`src/rtl/imm_gen_pipe.sv`:
```
// Decode-stage immediate generator: I/S/B/U/J/R immediates sign-extended to XLEN.
// Latency: one cycle from input acceptance to out_valid.
// Backpressure: 2-entry skid buffer (main M + skid K); in_ready drops while K holds an entry.
module imm_gen_pipe #(
    parameter int XLEN       = 32,
    parameter bit SHAMT_MASK = 1'b1
) (
    input  logic            clk,
    input  logic            rst,
    input  logic            flush,
    input  logic            in_valid,
    output logic            in_ready,
    input  logic [31:0]     in_instr,
    output logic            out_valid,
    input  logic            out_ready,
    output logic [XLEN-1:0] out_imm,
    output logic [2:0]      out_fmt,
    output logic [31:0]     out_instr
);

    localparam int SHW = $clog2(XLEN);

    localparam logic [2:0] FMT_R = 3'd0;
    localparam logic [2:0] FMT_I = 3'd1;
    localparam logic [2:0] FMT_S = 3'd2;
    localparam logic [2:0] FMT_B = 3'd3;
    localparam logic [2:0] FMT_U = 3'd4;
    localparam logic [2:0] FMT_J = 3'd5;
    localparam logic [2:0] FMT_X = 3'd7;

    typedef struct packed {
        logic [XLEN-1:0] imm;
        logic [2:0]      fmt;
        logic [31:0]     instr;
    } entry_t;

    entry_t     dec_d;
    entry_t     m_q, k_q;
    logic       m_vld_q, m_vld_d;
    logic       k_vld_q, k_vld_d;
    logic       in_rdy_q, in_rdy_d;
    logic       in_xfer, out_xfer;
    logic       m_load_in, m_load_k, k_load;
    logic [6:0] opcode;
    logic [2:0] funct3;

    assign opcode = in_instr[6:0];
    assign funct3 = in_instr[14:12];

    // Combinational decode of the presented instruction into imm/fmt.
    always_comb begin
        dec_d.imm   = '0;
        dec_d.fmt   = FMT_X;
        dec_d.instr = in_instr;
        case (opcode)
            7'b0000011, 7'b1100111, 7'b1110011: begin
                dec_d.fmt = FMT_I;
                dec_d.imm = XLEN'($signed(in_instr[31:20]));
            end
            7'b0010011: begin
                dec_d.fmt = FMT_I;
                // Shift-immediates carry funct7 in the upper bits; keep only shamt.
                if (SHAMT_MASK && (funct3 == 3'b001 || funct3 == 3'b101))
                    dec_d.imm = XLEN'(in_instr[20 +: SHW]);
                else
                    dec_d.imm = XLEN'($signed(in_instr[31:20]));
            end
            7'b0100011: begin
                dec_d.fmt = FMT_S;
                dec_d.imm = XLEN'($signed({in_instr[31:25], in_instr[11:7]}));
            end
            7'b1100011: begin
                dec_d.fmt = FMT_B;
                dec_d.imm = XLEN'($signed({in_instr[31], in_instr[7], in_instr[30:25],
                                           in_instr[11:8], 1'b0}));
            end
            7'b0110111, 7'b0010111: begin
                dec_d.fmt = FMT_U;
                dec_d.imm = XLEN'($signed({in_instr[31:12], 12'b0}));
            end
            7'b1101111: begin
                dec_d.fmt = FMT_J;
                dec_d.imm = XLEN'($signed({in_instr[31], in_instr[19:12], in_instr[20],
                                           in_instr[30:21], 1'b0}));
            end
            7'b0110011: begin
                dec_d.fmt = FMT_R;
            end
            default: begin
                dec_d.fmt = FMT_X;
            end
        endcase
    end

    // rst gates in_ready directly so it reads 0 during reset and 1 right after.
    assign in_ready  = in_rdy_q & ~rst;
    assign in_xfer   = in_valid & in_ready & ~flush;
    assign out_xfer  = m_vld_q & out_ready;
    assign out_valid = m_vld_q;
    assign out_imm   = m_q.imm;
    assign out_fmt   = m_q.fmt;
    assign out_instr = m_q.instr;

    // Buffer occupancy next-state: K refills M first, new entries go to M when it frees up.
    always_comb begin
        m_vld_d   = m_vld_q;
        k_vld_d   = k_vld_q;
        m_load_in = 1'b0;
        m_load_k  = 1'b0;
        k_load    = 1'b0;
        if (flush) begin
            m_vld_d = 1'b0;
            k_vld_d = 1'b0;
        end else if (k_vld_q) begin
            // in_ready is low here, so only the K->M move can happen.
            if (out_xfer) begin
                m_load_k = 1'b1;
                k_vld_d  = 1'b0;
            end
        end else if (in_xfer) begin
            if (!m_vld_q || out_xfer) begin
                m_load_in = 1'b1;
                m_vld_d   = 1'b1;
            end else begin
                k_load  = 1'b1;
                k_vld_d = 1'b1;
            end
        end else if (out_xfer) begin
            m_vld_d = 1'b0;
        end
        in_rdy_d = ~k_vld_d;
    end

    // Valid flags and registered in_ready.
    always_ff @(posedge clk) begin
        if (rst) begin
            m_vld_q  <= 1'b0;
            k_vld_q  <= 1'b0;
            in_rdy_q <= 1'b1;
        end else begin
            m_vld_q  <= m_vld_d;
            k_vld_q  <= k_vld_d;
            in_rdy_q <= in_rdy_d;
        end
    end

    // Payload registers; M only changes on a load, so it holds under backpressure.
    always_ff @(posedge clk) begin
        if (rst) begin
            m_q <= '0;
            k_q <= '0;
        end else begin
            if (m_load_in)
                m_q <= dec_d;
            else if (m_load_k)
                m_q <= k_q;
            if (k_load)
                k_q <= dec_d;
        end
    end

endmodule

```
`config.mk`:
```
export PLATFORM = sky130hd
export DESIGN_NAME = imm_gen_pipe
export DESIGN_NICKNAME = d
export VERILOG_FILES = /design/src/rtl/imm_gen_pipe.sv
export SDC_FILE = /design/constraint.sdc
export NUM_CORES = 1
export LEC_CHECK = 0
export ABC_AREA = 1
export CAP_MARGIN = 20
export CORE_MARGIN = 5
export CORE_UTILIZATION = 68
export CTS_CLUSTER_DIAMETER = 200
export CTS_CLUSTER_SIZE = 12
export DETAILED_ROUTE_END_ITERATION = 10
export DONT_BUFFER_PORTS = 1
export PLACE_DENSITY_LB_ADDON = 0.3
export SYNTH_ARGS = -nofsm -noshare
export SYNTH_HDL_FRONTEND = slang
export SYNTH_SLANG_ARGS = --single-unit
```
`constraint.sdc`:
```
create_clock -name clk -period 4.1 [get_ports clk]
set_clock_uncertainty 0.1 [all_clocks]
set_input_delay 0.615 -clock clk [delete_from_list [all_inputs] [get_ports clk]]
set_output_delay 0.615 -clock clk [all_outputs]
set_load 0.03 [all_outputs]
```
== Word level (Yosys, flattened, before mapping) ==
Cells that the tools add are included.

* Equal/unequal tests: 13
* Multiplexer cells: 22
* Bitwise operators: 8
* Reductions and logical operators: 10

{| class="wikitable"
|+ Operator list
! operator !! count
|-
| $pmux W32 S6 || 1
|-
| $mux W67 || 2
|-
| $mux W32 || 1
|-
| $eq A7 B7 Y1 const B || 4
|-
| $eq A7 B6 Y1 const B || 3
|-
| $pmux W3 S6 || 1
|-
| $mux W1 || 17
|-
| $eq A7 B5 Y1 const B || 2
|-
| $eq A7 B2 Y1 const B || 1
|-
| $and A1 B1 Y1 || 4
|-
| $not A1 Y1 || 4
|-
| $reduce_bool A2 Y1 || 2
|-
| $reduce_or A2 Y1 || 2
|-
| $reduce_or A4 Y1 || 1
|-
| $eq A3 B1 Y1 const B || 1
|-
| $eq A3 B3 Y1 const B || 1
|-
| $reduce_and A3 Y1 || 1
|-
| $reduce_or A3 Y1 || 1
|-
| $logic_or A1 B1 Y1 || 2
|-
| $ne A2 B1 Y1 const B || 1
|-
| $logic_not A1 Y1 || 1
|}

* Flip-flop bits (word level): 137

== Depth between registers and ports, before layout ==
Gate-level depths: netlist of the first run.

* Depth in word-level cells: 8
* Gate-level depth with buffers: 12
* Mapped depth without buffers: 10

== Worst setup path before layout of the first run ==
OpenSTA, ideal clock, no wires.

* Path kind: input-to-output
* Start point: input port rst
* End point: output port in_ready
* Buffers on the path: 2
* Required time: 3.385 ns
* Slack: 1.952 ns
* Data arrival time: 1.433 ns
* Stages on the path: 3
* Path through: clkbuf_1 clkbuf_1 nor2_1

* Longest elaborated chain between the ends: 2

{| class="wikitable"
|+ RTL lines
! element !! RTL line !! text
|-
| from (decl) || 9 || <nowiki>input logic rst,</nowiki>
|-
| $not A1 Y1 || 96 || <nowiki>assign in_ready = in_rdy_q & ~rst;</nowiki>
|-
| $and A1 B1 Y1 || 96 ||
|-
| to (decl) || 12 || <nowiki>output logic in_ready,</nowiki>
|}

No other way between the ends.

== Final worst setup path of the first run ==
* Start point: register m_vld_q, in the netlist out_valid
* End point: register k_q[28] (netlist bit)

* Longest elaborated chain between the ends: 6

{| class="wikitable"
|+ RTL lines
! element !! RTL line !! text
|-
| from (decl) || 39 || <nowiki>logic m_vld_q, m_vld_d;</nowiki>
|-
| from (signal assigned) || 141 || <nowiki>m_vld_q <= m_vld_d;</nowiki>
|-
| $and A1 B1 Y1 / $logic_not A1 Y1 (equally long branches) || 98, 121 ||
|-
| $logic_or A1 B1 Y1 (*) || 121 || <nowiki>if (!m_vld_q || out_xfer) begin</nowiki>
|-
| $mux W1 (*) || 121 ||
|-
| $mux W1 (*) || 120 || <nowiki>end else if (in_xfer) begin</nowiki>
|-
| $mux W1 (*) || 114 || <nowiki>end else if (k_vld_q) begin</nowiki>
|-
| $mux W1 (*) || 111 || <nowiki>if (flush) begin</nowiki>
|-
| to (signal assigned) || 151 || <nowiki>k_q <= '0;</nowiki>
|-
| to (signal assigned) || 158 || <nowiki>k_q <= dec_d;</nowiki>
|-
| to (decl) || 38 || <nowiki>entry_t m_q, k_q;</nowiki>
|}

Every way passes the cells marked *; elsewhere a longest branch is shown, timed or not.
A chain may end at the register's enable or synchronous reset.

==> results.sh, run 1 <==
export IMPL_synthTopCellsByCount="231 x nand2_1, 137 x dfxtp_1, 130 x nor2_1, 93 x nand3_1, 74 x o21ai_0"
export IMPL_postCtsResizedCells=0
export IMPL_cts_hold_buf=0
export IMPL_multi_input_area_sq_um=2950
export IMPL_core_sq_um=9150
export IMPL_setup_violations=0
export IMPL_period_share_pct=62.7
export IMPL_irDropWorstVdd_uv=310
export IMPL_grt_max_degree=78
export IMPL_hold_start="rst"
export IMPL_critPathMaxFanout=52
export IMPL_max_stage_delay_ns=0.58
export IMPL_portBuffers=0
export IMPL_rsz0062_at_grt="no"
export IMPL_rows=35
export IMPL_tns_ns=0
export IMPL_yosysTopAreaCellShare_pct=43.5
export IMPL_htreeDepth=4
export IMPL_ys_warn_count=0
export IMPL_dp_final_hpwl_mm=10.8
export IMPL_syn_area_per_cell_sq_um=6.79
export IMPL_critPathTopFamily="buffers and inverters"
export IMPL_routed_wl_mm=17.4
export IMPL_cts_buffers=17
export IMPL_dpl_cell_area_sq_um=6180
export IMPL_p_leak_nw=2.95
export IMPL_worstSetupStartpointType="flip-flop"
export IMPL_hold_path_class="input pin to flip-flop"
export IMPL_cts_clk_slew_worst_paths_ns=0.06
export IMPL_critPathRequiredTime_ns=4.45
export IMPL_post_cts_buffers=0
export IMPL_whs_endpoint="out_instr[16]$_SDFFE_PP0P_"
export IMPL_power_density_nw_per_um2=439
export IMPL_wl_per_cell_microns=17.1
export IMPL_reg2reg_setup_slack_ns=1.53
export IMPL_cts_tree="yes"
export IMPL_synthesis_area_sq_um=6310
export IMPL_reg2reg_to="k_q[28]$_SDFFE_PP0P_"
export IMPL_fin_cells=1017
export IMPL_relSlewSlack_pct=30.7
export IMPL_start_util_pct=68.9
export IMPL_grt_pass1_wl_mm=28.4
export IMPL_hold_viol_final=0
export IMPL_drtPass1Iterations=6
export IMPL_die_w_microns=106
export IMPL_crit_top_cell="inv_2"
export IMPL_max_cap_viol_count=0
export IMPL_vias_per_cell=6.02
export IMPL_design_area_sq_um=6800
export IMPL_ys_seq_elements=137
export IMPL_worst_hold_path_num_cells=1
export IMPL_place_inst=983
export IMPL_post_route_util_pct=74.3
export IMPL_crit_type="flip-flop to flip-flop"
export IMPL_worstMarginPinSlew_ns=1.04
export IMPL_cp_slowest_cell="inv_2"
export IMPL_synth_nets=966
export IMPL_synth_most_common_cell="nand2_1"
export IMPL_cts_root_buf="clkbuf_8"
export IMPL_synthCells=929
export IMPL_antenna_found_initial=0
export IMPL_clock_fmax_mhz=389
export IMPL_ctsLongestPathBuffers=2
export IMPL_die_h_microns=106
export IMPL_status="complete, no violations"
export IMPL_area_growth_pct=7.80
export IMPL_synthDistinctLibCells=28
export IMPL_regArea_sq_um=2740
export IMPL_grt_pass1_vias=5864
export IMPL_worstSetupEndpointType="flip-flop"
export IMPL_synthArstFlopShare_pct=0
export IMPL_synthFlopType="dfxtp_1"
export IMPL_grt_overflow_total=0
export IMPL_critPathArrivalTime_ns=2.92
export IMPL_synth_seq_area_share_pct=43.5
export IMPL_io_pins=106
export IMPL_synth_largest_area_cell="dfxtp_1"
export IMPL_dieArea_sq_um=11300
export IMPL_worst_hold_slack_ns=0.0696
export IMPL_vias=6119
export IMPL_grt_usage_pct=31.2
export IMPL_synth_edf_count=0
export IMPL_post_synth_main_area_contributors="dfxtp_1 43%, nand2_1 14%, nor2_1 7.7%"
export IMPL_cts_sinks=137
export IMPL_slew_violations=0
export IMPL_path_depth=8
export IMPL_cp_num_buf_inv=4
export IMPL_drive_above_1_share_pct=7.40
export IMPL_layout_nets=930
export IMPL_cp_cell_sequence="inv_2, nor2_4, nand3_2, buf_4, inv_2, buf_12, o21ai_0, a21oi_1"
export IMPL_ant_nets=0
export IMPL_period_minus_slack_ns=2.57
export IMPL_r2r_start="out_valid$_SDFFE_PP0P_"
export IMPL_gp_congestion=0.934
export IMPL_drc=0
export IMPL_clk_latency_ns=0.52
export IMPL_fill_cells=704
export IMPL_rr_worst_depth=8
export IMPL_drt_iter0_drc=607
export IMPL_diodes=0
## flip-flops by register name (all words and copies together), names as in the netlist
register / flops
k_q: 67
k_vld_q: 1
out_imm: 32
out_fmt: 3
in_rdy_q: 1
out_valid: 1
out_instr: 32
## through the flow
step	setup WS (ns)	power, W
floorplan	1.95	0.00151
global placement	1.34	0.00152
detailed placement	1.34	0.00152
CTS	1.52	0.00298
global route	1.36	0.00307
finish	1.53	0.00299
## area by class of cell
| cell class | instances | area share (%) |
|---|---|---|
| multi-input combinational | 650 | 43.4 |
| sequential | 137 | 40.3 |
| clock buffer | 22 | 6.81 |
| inverter | 80 | 4.42 |
| tap | 111 | 2.04 |
| clock inverter | 10 | 1.71 |
| timing repair buffer | 7 | 1.32 |
## worst max-delay path by stage
stage / from / to / slack [ns]
floorplan: rst / in_ready / 1.95
global placement: in_instr[1] / out_imm[17]$_SDFFE_PP0P_ / 1.34
detailed placement: in_instr[1] / out_imm[27]$_SDFFE_PP0P_ / 1.34
CTS: out_valid$_SDFFE_PP0P_ / out_imm[30]$_SDFFE_PP0P_ / 1.52
global route: out_valid$_SDFFE_PP0P_ / k_q[35]$_SDFFE_PP0P_ / 1.36
finish: out_valid$_SDFFE_PP0P_ / k_q[28]$_SDFFE_PP0P_ / 1.53
## layer usage
layer	global-route usage (%)	vias up	share of wire, %
met5	0	-	0
met4	15.3	0	3.6
met3	8.38	58	10
met2	52.3	331	48
met1	36.9	2808	38
li1	-	2922	-
## cells in the final DEF (no fill, tap or decap), types with 4 or more instances in the layout
cell type / Yosys / layout
dfxtp_1: 137 / 137
clkbuf_16: 0 / 16
nand2_1: 231 / 231
o21ai_0: 74 / 74
clkbuf_8: 0 / 4
inv_1: 68 / 68
a31oi_1: 29 / 29
nand3b_1: 4 / 4
inv_2: 12 / 12
nand3_2: 6 / 6
a21oi_1: 65 / 65
nor2_1: 130 / 130
buf_4: 6 / 4
nand3_1: 93 / 93
## where the power goes
part           switching (W)  internal (W)  leakage [nW]  total (W)
Clock               0.000572      0.000916         0.282    0.00149
Sequential         0.0000379       0.00135          1.11    0.00138
Combinational      0.0000826     0.0000312          1.57   0.000114
## kinds of logic (layout without fill, tap and decap cells)
group                  count (synthesis)  after routing  synth area share (%)
AOI/OAI and AO/OA                    172            172                  14.3
buffers and inverters                142            119                  9.78
DFF                                  137            137                  43.5
and+or+nand+nor                      478            478                  32.4
(Power assumes the default switching activity.)
==> inputs of run 2 (changes only) <==
CORE_UTILIZATION = 57   (was 68)
clock period = 2.05 ns   (was 4.1 ns; I/O delays follow)
==> results.sh, run 2 (synthesis results as in run 1) <==
export IMPL_setup_ws_ns=0.191
export IMPL_cts_sinks=137
export IMPL_largest_reg_flops=67
export IMPL_p_int_w=0.00494
export IMPL_grt_usage_pct=27.1
export IMPL_power_frac_comb_pct=5.3
export IMPL_swShare_pct=22.2
export IMPL_status="complete, no violations"
export IMPL_critPathTopFamily="simple AND/OR/NAND/NOR gates"
export IMPL_post_route_util_pct=67.9
export IMPL_worstSetupStartpointType="input pin"
export IMPL_vias_per_cell=5.56
export IMPL_top_register="k_q"
export IMPL_diodes=0
export IMPL_post_cts_buffers=0
export IMPL_cts_hold_buf=36
export IMPL_clk_latency_ns=0.53
export IMPL_power_share_sequential_pct=43.6
export IMPL_cts_clk_slew_worst_paths_ns=0.06
export IMPL_crit_type="input pin to flip-flop"
export IMPL_cp_num_buf_inv=2
export IMPL_critPathRequiredTime_ns=2.41
export IMPL_mostFrequentLayoutCells="231 x nand2_1, 137 x dfxtp_1, 130 x nor2_1"
export IMPL_power_density_nw_per_um2=863
export IMPL_max_stage_delay_ns=0.57
export IMPL_die_h_microns=115
export IMPL_start_util_pct=58.2
export IMPL_relSlewSlack_pct=63.3
export IMPL_crit_top_cell="nand2_1"
export IMPL_cts_tree="yes"
export IMPL_worstSetupEndpointType="flip-flop"
export IMPL_cp_cell_sequence="dlygate4sd3_1, inv_2, nand2_1, nor2_4, nand3_1, nand2_1, nor2_1, nand3_1, nand2_1, a21oi_1"
export IMPL_clkPwrFrac_pct=51.0
export IMPL_vias=6064
export IMPL_rows=38
export IMPL_clock_fmax_mhz=538
export IMPL_grt_pass1_vias=5649
export IMPL_hold_path_class="input pin to flip-flop"
export IMPL_place_inst=1023
export IMPL_routed_wl_mm=17.4
export IMPL_ant_nets=0
export IMPL_drive_above_1_share_pct=7.78
export IMPL_period_minus_slack_ns=1.86
export IMPL_critPathArrivalTime_ns=2.22
export IMPL_cp_slowest_cell="dlygate4sd3_1"
export IMPL_cts_buffers=17
export IMPL_critPathMaxFanout=12
export IMPL_ctsLongestPathBuffers=2
export IMPL_core_sq_um=10800
export IMPL_postCtsResizedCells=0
export IMPL_fill_cells=955
export IMPL_dieArea_sq_um=13300
export IMPL_setup_violations=0
export IMPL_dp_final_hpwl_mm=10.7
export IMPL_dp_slack_ns=0.285
export IMPL_layout_commonest_cell="nand2_1"
export IMPL_drtPass1Iterations=5
export IMPL_layout_nets=975
export IMPL_hold_viol_final=0
export IMPL_drc=0
export IMPL_fin_cells=1091
export IMPL_grt_overflow_total=0
export IMPL_cts_root_buf="clkbuf_8"
export IMPL_tns_ns=0
export IMPL_worstMarginPinSlew_ns=0.548
export IMPL_power_switching_w=0.00141
export IMPL_max_cap_viol_count=0
export IMPL_die_w_microns=115
export IMPL_wl_per_cell_microns=16.0
export IMPL_grt_max_degree=76
export IMPL_grt_pass1_wl_mm=28.6
export IMPL_portBuffers=0
export IMPL_rsz0062_at_grt="no"
export IMPL_area_growth_pct=16.6
export IMPL_io_pins=106
export IMPL_drt_iter0_drc=578
export IMPL_antenna_found_initial=0
export IMPL_htreeDepth=4
export IMPL_gp_congestion=0.835
export IMPL_p_leak_nw=3.18
export IMPL_irDropWorstVdd_uv=736
export IMPL_period_share_pct=90.7
export IMPL_slew_violations=0
==> run 2: final cells by class <==
class / instances / area, sq um / share of cell area (%)
well taps: 140 / 175 / 2.38
clock inverters: 9 / 170 / 2.31
clock buffers: 23 / 447 / 6.07
inverters: 80 / 300 / 4.08
flip-flops and latches: 137 / 2740 / 37.3
multi-input cells: 650 / 2950 / 40.1
repair buffers: 52 / 573 / 7.79
==> run 2: metal layers <==
metal / track usage [%] / routed length [microns] / up-vias
li1: - / - / 3005
met1: 34.9 / 7480 / 2773
met2: 42.3 / 7920 / 243
met3: 9.05 / 1620 / 43
met4: 10.1 / 415 / 0
met5: 0 / 0 / -
==> run 2: final timing paths <==
path	startpoint	end	slack (ns)	cells after the start
setup / recovery	in_instr[3]	out_imm[26]$_SDFFE_PP0P_	0.19	10
hold / removal	in_instr[6]	out_imm[0]$_SDFFE_PP0P_	0.04	5
setup reg to reg	out_valid$_SDFFE_PP0P_	out_fmt[2]$_SDFFE_PP0P_	0.25	11
hold reg to reg	k_q[20]$_SDFFE_PP0P_	out_instr[20]$_SDFFE_PP0P_	0.38	2
==> run 2: power groups by stage <==
| stage | Combinational [W] | Clock, W | Sequential [W] |
|---|---|---|---|
| floorplan | 0.000194 | 0 | 0.00282 |
| global placement | 0.000230 | 0 | 0.00283 |
| detailed placement | 0.000232 | 0 | 0.00283 |
| CTS | 0.000335 | 0.00326 | 0.00277 |
| global route | 0.000369 | 0.00340 | 0.00277 |
| finish | 0.000339 | 0.00324 | 0.00277 |
==> run 2: metrics by stage <==
step	cell area (sq um)	total power (W)	hold slack, ns
3_3_place_gp	6360	0.00306	0.285
3_5_place_dp	6360	0.00306	0.287
5_1_grt	7360	0.00654	0.0382
4_1_cts	7360	0.00636	0.0136
2_1_floorplan	6310	0.00301	0.323
6_report	7360	0.00635	0.0388
==> run 2: tightest hold or removal path, delay by kind of cell <==
kind	cells	cell delay, ns
simple gates	3	0.16
compound gates	2	0.16
==> inputs of run 3 (changes only) <==
SKIP_CTS_REPAIR_TIMING = 1   (was default)
SLEW_MARGIN = 15   (was default)
==> results.sh, run 3 (synthesis results as in run 1) <==
export IMPL_top_register="k_q"
export IMPL_antenna_found_initial=0
export IMPL_cts_tree="yes"
export IMPL_slew_violations=0
export IMPL_crit_type="input pin to flip-flop"
export IMPL_period_share_pct=90.9
export IMPL_drtPass1Iterations=9
export IMPL_rsz0062_at_grt="no"
export IMPL_ant_nets=0
export IMPL_ctsLongestPathBuffers=2
export IMPL_dpl_cell_area_sq_um=6360
export IMPL_htreeDepth=4
export IMPL_p_leak_nw=3.18
export IMPL_p_total_w=0.00634
export IMPL_dp_final_hpwl_mm=10.7
export IMPL_cts_clk_slew_worst_paths_ns=0.06
export IMPL_grt_max_degree=78
export IMPL_worstSetupStartpointType="input pin"
export IMPL_tns_ns=0
export IMPL_worstSetupEndpointType="flip-flop"
export IMPL_critPathRequiredTime_ns=2.41
export IMPL_status="finished with violations"
export IMPL_max_cap_viol_count=0
export IMPL_irDropWorstVdd_uv=738
export IMPL_layout_commonest_cell="nand2_1"
export IMPL_mostFrequentLayoutCells="231 x nand2_1, 137 x dfxtp_1, 130 x nor2_1"
export IMPL_io_pins=106
export IMPL_design_area_sq_um=7360
export IMPL_gp_congestion=0.835
export IMPL_multi_input_area_sq_um=2950
export IMPL_setup_violations=0
export IMPL_layout_nets=975
export IMPL_relSlewSlack_pct=63.3
export IMPL_drt_iter0_drc=767
export IMPL_worstMarginPinSlew_ns=0.549
export IMPL_grt_pass1_wl_mm=27.5
export IMPL_die_w_microns=115
export IMPL_period_minus_slack_ns=1.86
export IMPL_critPathMaxFanout=12
export IMPL_reg2reg_to="out_imm[0]$_SDFFE_PP0P_"
export IMPL_worst_hold_path_num_cells=4
export IMPL_vias=6100
export IMPL_drive_above_1_share_pct=7.78
export IMPL_reg2reg_setup_slack_ns=0.25
export IMPL_critPathArrivalTime_ns=2.23
export IMPL_dieArea_sq_um=13300
export IMPL_power_density_nw_per_um2=862
export IMPL_hold_start="in_instr[21]"
export IMPL_worst_hold_slack_ns=-0.0126
export IMPL_hold_viol_final=3
export IMPL_hold_path_class="input pin to flip-flop"
export IMPL_whs_endpoint="k_q[36]$_SDFFE_PP0P_"
export IMPL_clk_latency_ns=0.54
export IMPL_largest_reg_flops=67
export IMPL_die_h_microns=115
export IMPL_drc=0
export IMPL_portBuffers=0
export IMPL_area_growth_pct=16.6
export IMPL_vias_per_cell=5.59
export IMPL_cts_buffers=17
export IMPL_grt_usage_pct=26.0
export IMPL_clock_fmax_mhz=536
export IMPL_wl_per_cell_microns=16.2
export IMPL_routed_wl_mm=17.7
export IMPL_violations="hold timing"
export IMPL_cts_root_buf="clkbuf_8"
export IMPL_diodes=0
export IMPL_grt_overflow_total=0
export IMPL_cts_sinks=137
export IMPL_core_sq_um=10800
export IMPL_rows=38
export IMPL_fill_cells=943
export IMPL_r2r_start="out_valid$_SDFFE_PP0P_"
export IMPL_rr_worst_depth=11
export IMPL_start_util_pct=58.2
export IMPL_grt_pass1_vias=5383
export IMPL_regArea_sq_um=2740
==> run 3: layer usage <==
layer | wire (microns) | share of wire (%) | global-route usage [%] | vias to the layer above
li1 | - | - | - | 3012
met1 | 7640 | 43 | 34.3 | 2773
met2 | 8110 | 46 | 40.1 | 279
met3 | 1620 | 9.2 | 8.95 | 36
met4 | 342 | 1.9 | 8.06 | 0
met5 | 0 | 0 | 0 | -
==> run 3: how the worst max path moves through the flow <==
stage | start | end | slack, ns | depth (start not counted)
floorplan | out_valid$_SDFFE_PP0P_ | out_instr[10]$_SDFFE_PP0P_ | 0.29 | 9
finish | in_instr[3] | out_imm[26]$_SDFFE_PP0P_ | 0.19 | 10
detailed placement | out_valid$_SDFFE_PP0P_ | out_imm[0]$_SDFFE_PP0P_ | 0.29 | 11
global placement | in_instr[1] | out_imm[20]$_SDFFE_PP0P_ | 0.32 | 8
global route | out_valid$_SDFFE_PP0P_ | out_imm[26]$_SDFFE_PP0P_ | 0.04 | 11
CTS | out_valid$_SDFFE_PP0P_ | out_fmt[2]$_SDFFE_PP0P_ | 0.26 | 11
==> run 3: metrics by stage <==
stage | cells | hold slack (ns) | setup slack, ns | utilization [%]
floorplan | 929 | 0.323 | 0.295 | -
global placement | 1023 | 0.285 | 0.318 | 58.7
CTS | 1055 | -0.279 | 0.261 | 64.4
global route | 1091 | 0.0000678 | 0.0439 | 67.9
finish | 1091 | -0.0126 | 0.186 | 67.9
detailed placement | 1023 | 0.287 | 0.285 | 58.7
==> run 3: report_power, final <==
group	internal, W	leakage, nW	switching, W
Combinational	0.000119	1.78	0.000220
Clock	0.00212	0.304	0.00111
Sequential	0.00269	1.11	0.0000745
Total	0.00494	3.18	0.00141
==> run 3: area by class of cell <==
class                      instances  share of cell area, %
multi-input combinational        650                   40.1
sequential                       137                   37.3
timing repair buffer              52                   7.79
clock buffer                      23                   6.07
inverter                          80                   4.08
tap                              140                   2.38
clock inverter                     9                   2.31
==> run 3: worst max-delay path, stage by stage <==
cell           delay, ns
dlygate4sd3_1       0.58
inv_2               0.08
nand2_1             0.08
nor2_4              0.23
nand3_1             0.15
nand2_1             0.34
nor2_1              0.10
nand3_1             0.15
nand2_1             0.07
a21oi_1             0.13
